`config.mk`:
```
export PLATFORM = sky130hd
export DESIGN_NAME = cdb_arbiter
export DESIGN_NICKNAME = d
export VERILOG_FILES = /design/src/rtl/cdb_arbiter.sv
export SDC_FILE = /design/constraint.sdc
export NUM_CORES = 1
export LEC_CHECK = 0
export CAP_MARGIN = 20
export CELL_PAD_IN_SITES_DETAIL_PLACEMENT = 1
export CELL_PAD_IN_SITES_GLOBAL_PLACEMENT = 2
export CORE_MARGIN = 2
export CORE_UTILIZATION = 44
export CTS_BUF_LIST = sky130_fd_sc_hd__clkbuf_2 sky130_fd_sc_hd__clkbuf_4 sky130_fd_sc_hd__clkbuf_8
export DETAILED_ROUTE_END_ITERATION = 10
export PLACE_DENSITY = 0.78
export SLEW_MARGIN = 25
export SYNTH_ARGS = -nofsm -noshare
export SYNTH_HDL_FRONTEND = slang
export SYNTH_SLANG_ARGS = --single-unit
```
`constraint.sdc`:
```
create_clock -name clk -period 3.6 [get_ports clk]
set_input_delay 1.08 -clock clk [delete_from_list [all_inputs] [get_ports clk]]
set_output_delay 1.08 -clock clk [all_outputs]
set_load 0.02 [all_outputs]
```
`src/rtl/cdb_arbiter.sv`:
```
// cdb_arbiter: merges ALU and load/store-buffer results onto a single common
// data bus. Each source feeds a small circular skid FIFO; one head is popped
// per enabled cycle and broadcast from registered cdb_* outputs.
//
// Build option: define CDB_RR_EN for round-robin arbitration between the two
// FIFOs (last_grant register present). Without it the ALU has fixed priority.
//
// Ports:
//   clk, rst_in         clock, synchronous active-high reset
//   rdy_in              global enable; low freezes every register
//   flush               discards all buffered results
//   alu_valid/lab/val   ALU result input (label 0 = no result)
//   lsb_valid/lab/val   LSB result input (label 0 = no result)
//   alu_full, lsb_full  combinational FIFO-full indications
//   cdb_en/lab/val/src  registered broadcast (src: 0 = ALU, 1 = LSB)
//   ovf_err             sticky: a push was dropped because its FIFO was full
module cdb_arbiter #(
  parameter int unsigned FIFO_DEPTH   = 4,
  parameter int unsigned ROB_ID_WIDTH = 4,
  parameter int unsigned VAL_WIDTH    = 32
) (
  input  logic                  clk,
  input  logic                  rst_in,
  input  logic                  rdy_in,
  input  logic                  flush,
  input  logic                  alu_valid,
  input  logic [ROB_ID_WIDTH:0] alu_lab,
  input  logic [VAL_WIDTH-1:0]  alu_val,
  input  logic                  lsb_valid,
  input  logic [ROB_ID_WIDTH:0] lsb_lab,
  input  logic [VAL_WIDTH-1:0]  lsb_val,
  output logic                  alu_full,
  output logic                  lsb_full,
  output logic                  cdb_en,
  output logic [ROB_ID_WIDTH:0] cdb_lab,
  output logic [VAL_WIDTH-1:0]  cdb_val,
  output logic                  cdb_src,
  output logic                  ovf_err
);

  localparam int unsigned LAB_W = ROB_ID_WIDTH + 1;
  localparam int unsigned PTR_W = $clog2(FIFO_DEPTH);
  localparam int unsigned CNT_W = PTR_W + 1;
  localparam int unsigned NSRC  = 2;
  localparam logic        SRC_LSB = 1'b1;

  typedef struct packed {
    logic [LAB_W-1:0]     lab;
    logic [VAL_WIDTH-1:0] val;
  } entry_t;

  // Index 0 is the ALU FIFO, index 1 the LSB FIFO.
  entry_t           mem    [NSRC][FIFO_DEPTH];
  logic [PTR_W-1:0] rd_ptr [NSRC];
  logic [PTR_W-1:0] wr_ptr [NSRC];
  logic [CNT_W-1:0] cnt    [NSRC];

  entry_t            in_ent   [NSRC];
  logic              in_valid [NSRC];
  logic [NSRC-1:0]   full;
  logic [NSRC-1:0]   empty;
  logic [NSRC-1:0]   push_req;
  logic [NSRC-1:0]   push;
  logic [NSRC-1:0]   pop;
  logic              sel;
  logic              any_ready;
  logic              drop;

`ifdef CDB_RR_EN
  logic              last_grant;
`endif

  // Push qualification, full/empty flags and winner selection.
  always_comb begin
    in_valid[0]   = alu_valid;
    in_ent[0].lab = alu_lab;
    in_ent[0].val = alu_val;
    in_valid[1]   = lsb_valid;
    in_ent[1].lab = lsb_lab;
    in_ent[1].val = lsb_val;
    full     = '0;
    empty    = '0;
    push_req = '0;
    push     = '0;
    pop      = '0;
    sel      = 1'b0;
    for (int i = 0; i < NSRC; i++) begin
      full[i]     = (cnt[i] == CNT_W'(FIFO_DEPTH));
      empty[i]    = (cnt[i] == '0);
      // Label 0 means "no label", so it never counts as a push attempt.
      push_req[i] = rdy_in && !flush && in_valid[i] && (in_ent[i].lab != '0);
      // Full ignores a same-cycle pop: a push into a full FIFO is dropped.
      push[i]     = push_req[i] && !full[i];
    end
    drop      = |(push_req & full);
    any_ready = |(~empty);
`ifdef CDB_RR_EN
    // Both pending: favour the source not granted last time.
    if (!empty[0] && !empty[1]) sel = ~last_grant;
    else                        sel = empty[0];
`else
    sel = empty[0];
`endif
    if (rdy_in && !flush && any_ready) pop[sel] = 1'b1;
    alu_full = full[0];
    lsb_full = full[1];
  end

  // FIFO storage; stale entries after reset/flush are unreachable via pointers.
  always_ff @(posedge clk) begin
    for (int i = 0; i < NSRC; i++) begin
      if (!rst_in && push[i]) mem[i][wr_ptr[i]] <= in_ent[i];
    end
  end

  // Pointers, counts, broadcast registers and sticky overflow flag.
  always_ff @(posedge clk) begin
    if (rst_in) begin
      for (int i = 0; i < NSRC; i++) begin
        rd_ptr[i] <= '0;
        wr_ptr[i] <= '0;
        cnt[i]    <= '0;
      end
      cdb_en  <= 1'b0;
      cdb_lab <= '0;
      cdb_val <= '0;
      cdb_src <= 1'b0;
      ovf_err <= 1'b0;
`ifdef CDB_RR_EN
      last_grant <= SRC_LSB;
`endif
    end else if (rdy_in) begin
      if (flush) begin
        for (int i = 0; i < NSRC; i++) begin
          rd_ptr[i] <= '0;
          wr_ptr[i] <= '0;
          cnt[i]    <= '0;
        end
        cdb_en <= 1'b0;
`ifdef CDB_RR_EN
        last_grant <= SRC_LSB;
`endif
      end else begin
        for (int i = 0; i < NSRC; i++) begin
          if (push[i]) wr_ptr[i] <= wr_ptr[i] + PTR_W'(1);
          if (pop[i])  rd_ptr[i] <= rd_ptr[i] + PTR_W'(1);
          cnt[i] <= cnt[i] + CNT_W'(push[i]) - CNT_W'(pop[i]);
        end
        if (any_ready) begin
          cdb_en  <= 1'b1;
          cdb_lab <= mem[sel][rd_ptr[sel]].lab;
          cdb_val <= mem[sel][rd_ptr[sel]].val;
          cdb_src <= sel;
`ifdef CDB_RR_EN
          last_grant <= sel;
`endif
        end else begin
          cdb_en  <= 1'b0;
          cdb_lab <= '0;
          cdb_val <= '0;
        end
        if (drop) ovf_err <= 1'b1;
      end
    end
  end

endmodule

```
* Word-level counts from Yosys, hierarchy flattened
Memories as Yosys holds them, arrays and structs flattened. Index checks and enable logic that the tools add are counted.
Storage, ports and cells: flip-flop bits (word level) 40, memories kept 4, output and inout port bits 42, bits of input ports 80, memory bits (writable) 310, word-level logic and storage cells 130
Operators by class: muxes and demuxes 60, reductions and logical operators 26, magnitude comparators 7, equal/unequal tests 2, $add $sub $neg 8, bitwise logic cells 18
Memories:
- mem | depth 2, width 148, read ports 1, clocked after memory_dff 0, wr ports 2, line 53 | entry_t mem [NSRC][FIFO_DEPTH];
- cnt | depth 2, width 3, read ports 2, clocked after memory_dff 0, wr ports 2, line 56 | logic [CNT_W-1:0] cnt [NSRC];
- rd_ptr | depth 2, width 2, read ports 3, clocked after memory_dff 0, wr ports 2, line 54 | logic [PTR_W-1:0] rd_ptr [NSRC];
- wr_ptr | depth 2, width 2, read ports 2, clocked after memory_dff 0, wr ports 2, line 55 | logic [PTR_W-1:0] wr_ptr [NSRC];
Operator list (number):
- 148-bit 2-to-1 mux | 2
- 37-bit demux with 2-bit select | 2
- 37-bit 2-to-1 mux | 4
- 37-bit binary-select mux with 2-bit select | 1
- 1-bit 2-to-1 mux | 35
- 32-bit 2-to-1 mux | 1
- 2-bit 2-to-1 mux | 9
- 1-bit logical AND | 13
- 3-bit 2-to-1 mux | 4
- 1-bit OR | 12
- 5-bit nonzero test | 2
- 3-bit >= comparator, second input constant | 3
- 2-bit inverter with 3-bit output | 3
- 2-bit by 1-bit adder with 2-bit output, second input constant | 4
- 3-bit by 1-bit adder with 3-bit output | 2
- 3-bit equality test, second input constant | 2
- 3-bit logical NOT | 2
- 3-bit by 1-bit < comparator with 1-bit output, second input constant | 2
- 3-bit AND reduction | 2
- 3-bit by 1-bit subtractor with 3-bit output | 2
- 5-bit 2-to-1 mux | 1
- 1-bit logical NOT | 4
- 2-bit OR reduction | 2
- 2-bit AND | 1
- 6 further kinds | 6

* Depth between registers and ports, before layout
depth in word-level cells 12, depth in mapped cells 11, mapped depth without buffers 9

* Least setup slack after synthesis
No wires, ideal clock.
kind input-to-reg, from in rst_in, to mem mem[0][0] (netlist name), enable pin, path buffers 2, setup time 0.398 ns, setup slack 0.431 ns, data required time 3.202 ns, cell stages on the path 5, data arrival time 2.771 ns, cell sequence buf_6 > or3b_1 > buf_6 > nor2_1 > and2_1
RTL lines:
- start, declared | line 23 | input logic rst_in,
- end, declared | line 53

==> flow_metrics.env <==
export IMPL_seqCellArea_sq_um=10100
export IMPL_p_leak_nw=5.94
export IMPL_top_layer="met4"
export IMPL_async_reset_ff_share_pct=0
export IMPL_grt_pass1_wl_mm=50.7
export IMPL_ys_types=40
export IMPL_pre_cts_ws_ns=-0.0931
export IMPL_nets=1129
export IMPL_tns_ns=0
export IMPL_die_w_um=181
export IMPL_worst_slew_pin_slew_ns=0.830
export IMPL_worst_clock_skew_ns=0.0201
export IMPL_synthTopCellsByCount="edfxtp_1 (310), mux2i_1 (109), nand2_1 (72)"
export IMPL_vias_per_cell=5.48
export IMPL_syn_area_sq_um=13800
export IMPL_wl_per_cell_um=22.1
export IMPL_port_buffers=121
export IMPL_grt_max_degree=81
export IMPL_share_seq_of_total_power_pct=50.6
export IMPL_route_met3_wl_mm=1.41
export IMPL_finalWeightedCongestion=0.760
export IMPL_maxCapViolations=0
export IMPL_cp_max_fo=7
export IMPL_rows=64
export IMPL_p_comb_share_pct=8.8
export IMPL_power_internal_w=0.00691
export IMPL_synth_ff_type="edfxtp_1"
export IMPL_synth_most_common_cell="edfxtp_1"
export IMPL_fin_crit_sh_pct=95.9
export IMPL_setup_viol=0
export IMPL_startpoint_type="flip-flop"
export IMPL_syn_num_nets=962
export IMPL_criticalPathCategory="reg2out"
export IMPL_yosys_warnings=0
export IMPL_synth_yosys_seq_area_share_pct=73.4
export IMPL_path_cells="or3b_2 -> inv_1 -> clkdlybuf4s50_1"
export IMPL_drc=0
export IMPL_critPathTopFamily="buffers and inverters"
export IMPL_arrival_ns=2.37
export IMPL_cts_tree="done"
export IMPL_crit_path_max_incr_delay_ns=0.60
export IMPL_dp_hpwl_mm=19.0
export IMPL_swShare_pct=23.0
export IMPL_multi_input_area_sq_um=3370
export IMPL_slew_violations=0
export IMPL_dieArea_sq_um=32700
export IMPL_fillCellCount=2947
export IMPL_cts_setup_buffers=0
export IMPL_initial_core_util_pct=44.9
export IMPL_area_delta_synth_final_pct=22.7
export IMPL_synth_area_top_cells="edfxtp_1 (68%), mux2i_1 (7.9%), dfxtp_1 (5.8%), a221o_1 (2.5%), a211oi_1 (2.1%)"
export IMPL_reg2reg_slack_ns=0.84
export IMPL_postRouteAntennaNets=0
export IMPL_crit_buf_inv=2
export IMPL_clk_pin_slew_worst_paths_ns=0.06
export IMPL_core_region_area_sq_um=30700
export IMPL_ys_ff_latch=350
export IMPL_cts_buffers=57
export IMPL_drt_wl_total_mm=32.7
export IMPL_cp_end_kind="output pin"
export IMPL_power_frac_clock_pct=40.6
export IMPL_hp_start="cdb_val[13]"
export IMPL_post_cts_resized=0
export IMPL_rsz0062_at_grt="no"
export IMPL_synth_area_per_cell_sq_um=15.9
export IMPL_grt_pass1_vias=8759
export IMPL_fp_dieH_um=181
export IMPL_status="finished, final reports clean"
export IMPL_r2r_end="cnt[0][5]"
export IMPL_cts_hold_buf=0
export IMPL_drt_iter0_drc=480
export IMPL_hold_viol=0
export IMPL_final_layout_size_suffix_gt1_share_pct=14.1
export IMPL_min_to="cdb_val[13]"
export IMPL_peakVddDrop_mv=0.341
export IMPL_vias=8104
export IMPL_fin_util_pct=55.1
export IMPL_grt_ovfl_total=0
export IMPL_dr_pass1_iters=5
export IMPL_netlist_instances=868
export IMPL_relSlewSlack_pct=44.7
export IMPL_drt_met1_wl_mm=14.8
export IMPL_h_tree_depth=2
export IMPL_hold_class="reg2reg"
export IMPL_track_usage_pct=20.2
export IMPL_clock_sinks=350
export IMPL_slowest_stage="clkdlybuf4s50_1"
export IMPL_antenna_found_initial=1
export IMPL_whs_ns=0.483
export IMPL_ios=122
export IMPL_switching_power_w=0.00207
export IMPL_clock_latency_ns=0.60
export IMPL_power_density_nw_per_um2=531
export IMPL_layout_min_cycle_time_ns=3.45
export IMPL_timing_rr_start="cnt[0][1]"
export IMPL_synth_top_area_share_pct=67.6
export IMPL_whs_path_depth=1
export IMPL_cts_root_buf="clkbuf_8"
export IMPL_required_ns=2.52
export IMPL_max_freq_mhz=290
export IMPL_synth_top_area_cell="edfxtp_1"
export IMPL_worst_r2r_path_depth=9
export IMPL_setup_ws_ns=0.147
export IMPL_clockBufferDepth=3
export IMPL_met2_length_mm=15.8
export IMPL_synth_edff_count=310
[metrics by stage]
| stage | power [W] | area, sq um | cells |
|---|---|---|---|
| after global placement | 0.00540 | 15700 | 1372 |
| after floorplan | 0.00505 | 13800 | 868 |
| after CTS | 0.00907 | 16900 | 1479 |
| after global routing | 0.00931 | 16900 | 1480 |
| final | 0.00898 | 16900 | 1480 |
| after detailed placement | 0.00542 | 15700 | 1372 |
[logic make-up after synthesis]
family	share of synthesized area, %
flip-flops	73.4
AND/OR/NAND/NOR	7.50
AO/OA/AOI/OAI	7.08
multiplexers	7.92
buffers and inverters	2.33
adder cells (fa/ha/maj)	1.38
XOR/XNOR	0.382
[metal layers]
metal  vias up  GRT usage, %
li1       3674             -
met1      4161          27.6
met2       216          33.3
met3        53          3.23
met4         0          5.97
met5         -             0
[power groups by stage]
stage / clock network [W] / logic [W] / registers, W
6_report: 0.00365 / 0.000792 / 0.00454
5_1_grt: 0.00391 / 0.000858 / 0.00455
4_1_cts: 0.00373 / 0.000800 / 0.00454
3_5_place_dp: 0 / 0.000795 / 0.00462
3_3_place_gp: 0 / 0.000779 / 0.00462
2_1_floorplan: 0 / 0.000392 / 0.00465
[registers in the layout, indices dropped and copies added, names as in the netlist]
register	cells
mem	296
cdb_val	32
cnt	6
cdb_lab	5
rd_ptr	4
wr_ptr	4
cdb_en	1
cdb_src	1
ovf_err	1
[cell usage in the layout (no fill, tap or decap), types with 6 or more instances in the layout]
master and instances:
a211oi_1 39, a21oi_1 39, a221o_1 35, and2_1 8
and2_2 8, and3_1 34, buf_12 13, buf_4 23
clkbuf_4 16, clkbuf_8 67, clkdlybuf4s50_1 121, clkinv_1 8
clkinv_2 12, dfxtp_1 40, edfxtp_1 310, ha_1 12
inv_1 15, mux2i_1 109, nand2_1 72, nor2_1 15
nor2b_1 40, o21ai_0 7, xnor2_1 6
[cell type report]
class / instances / share of cell area (%)
multi-input cells: 454 / 19.9
repair buffers: 157 / 9.72
clock inverters: 24 / 1.12
diodes: 1 / 0.0148
clock buffers: 83 / 6.16
inverters: 15 / 0.333
well taps: 396 / 2.93
flip-flops and latches: 350 / 59.8
[worst max path at each step]
stage | cells past startpoint | startpoint | slack, ns | endpoint
floorplan | 5 | rst_in | 0.43 | mem[0][0]
global placement | 9 | lsb_lab[0] | -0.06 | cnt[0][5]
detailed placement | 9 | lsb_lab[0] | -0.09 | cnt[0][5]
CTS | 3 | cnt[0][1] | 0.11 | alu_full
global route | 3 | cnt[0][1] | 0.07 | alu_full
finish | 3 | cnt[0][1] | 0.15 | alu_full
[worst register-to-register path: cells and delay by family (launching register included)]
kind	cells	cell delay, ns
flops	1	0.53
fa+ha+maj	3	0.77
buf+inv	1	0.04
simple gates	3	0.83
xor+xnor	2	0.33
No activity file was read; power rests on OpenSTA's default activity.
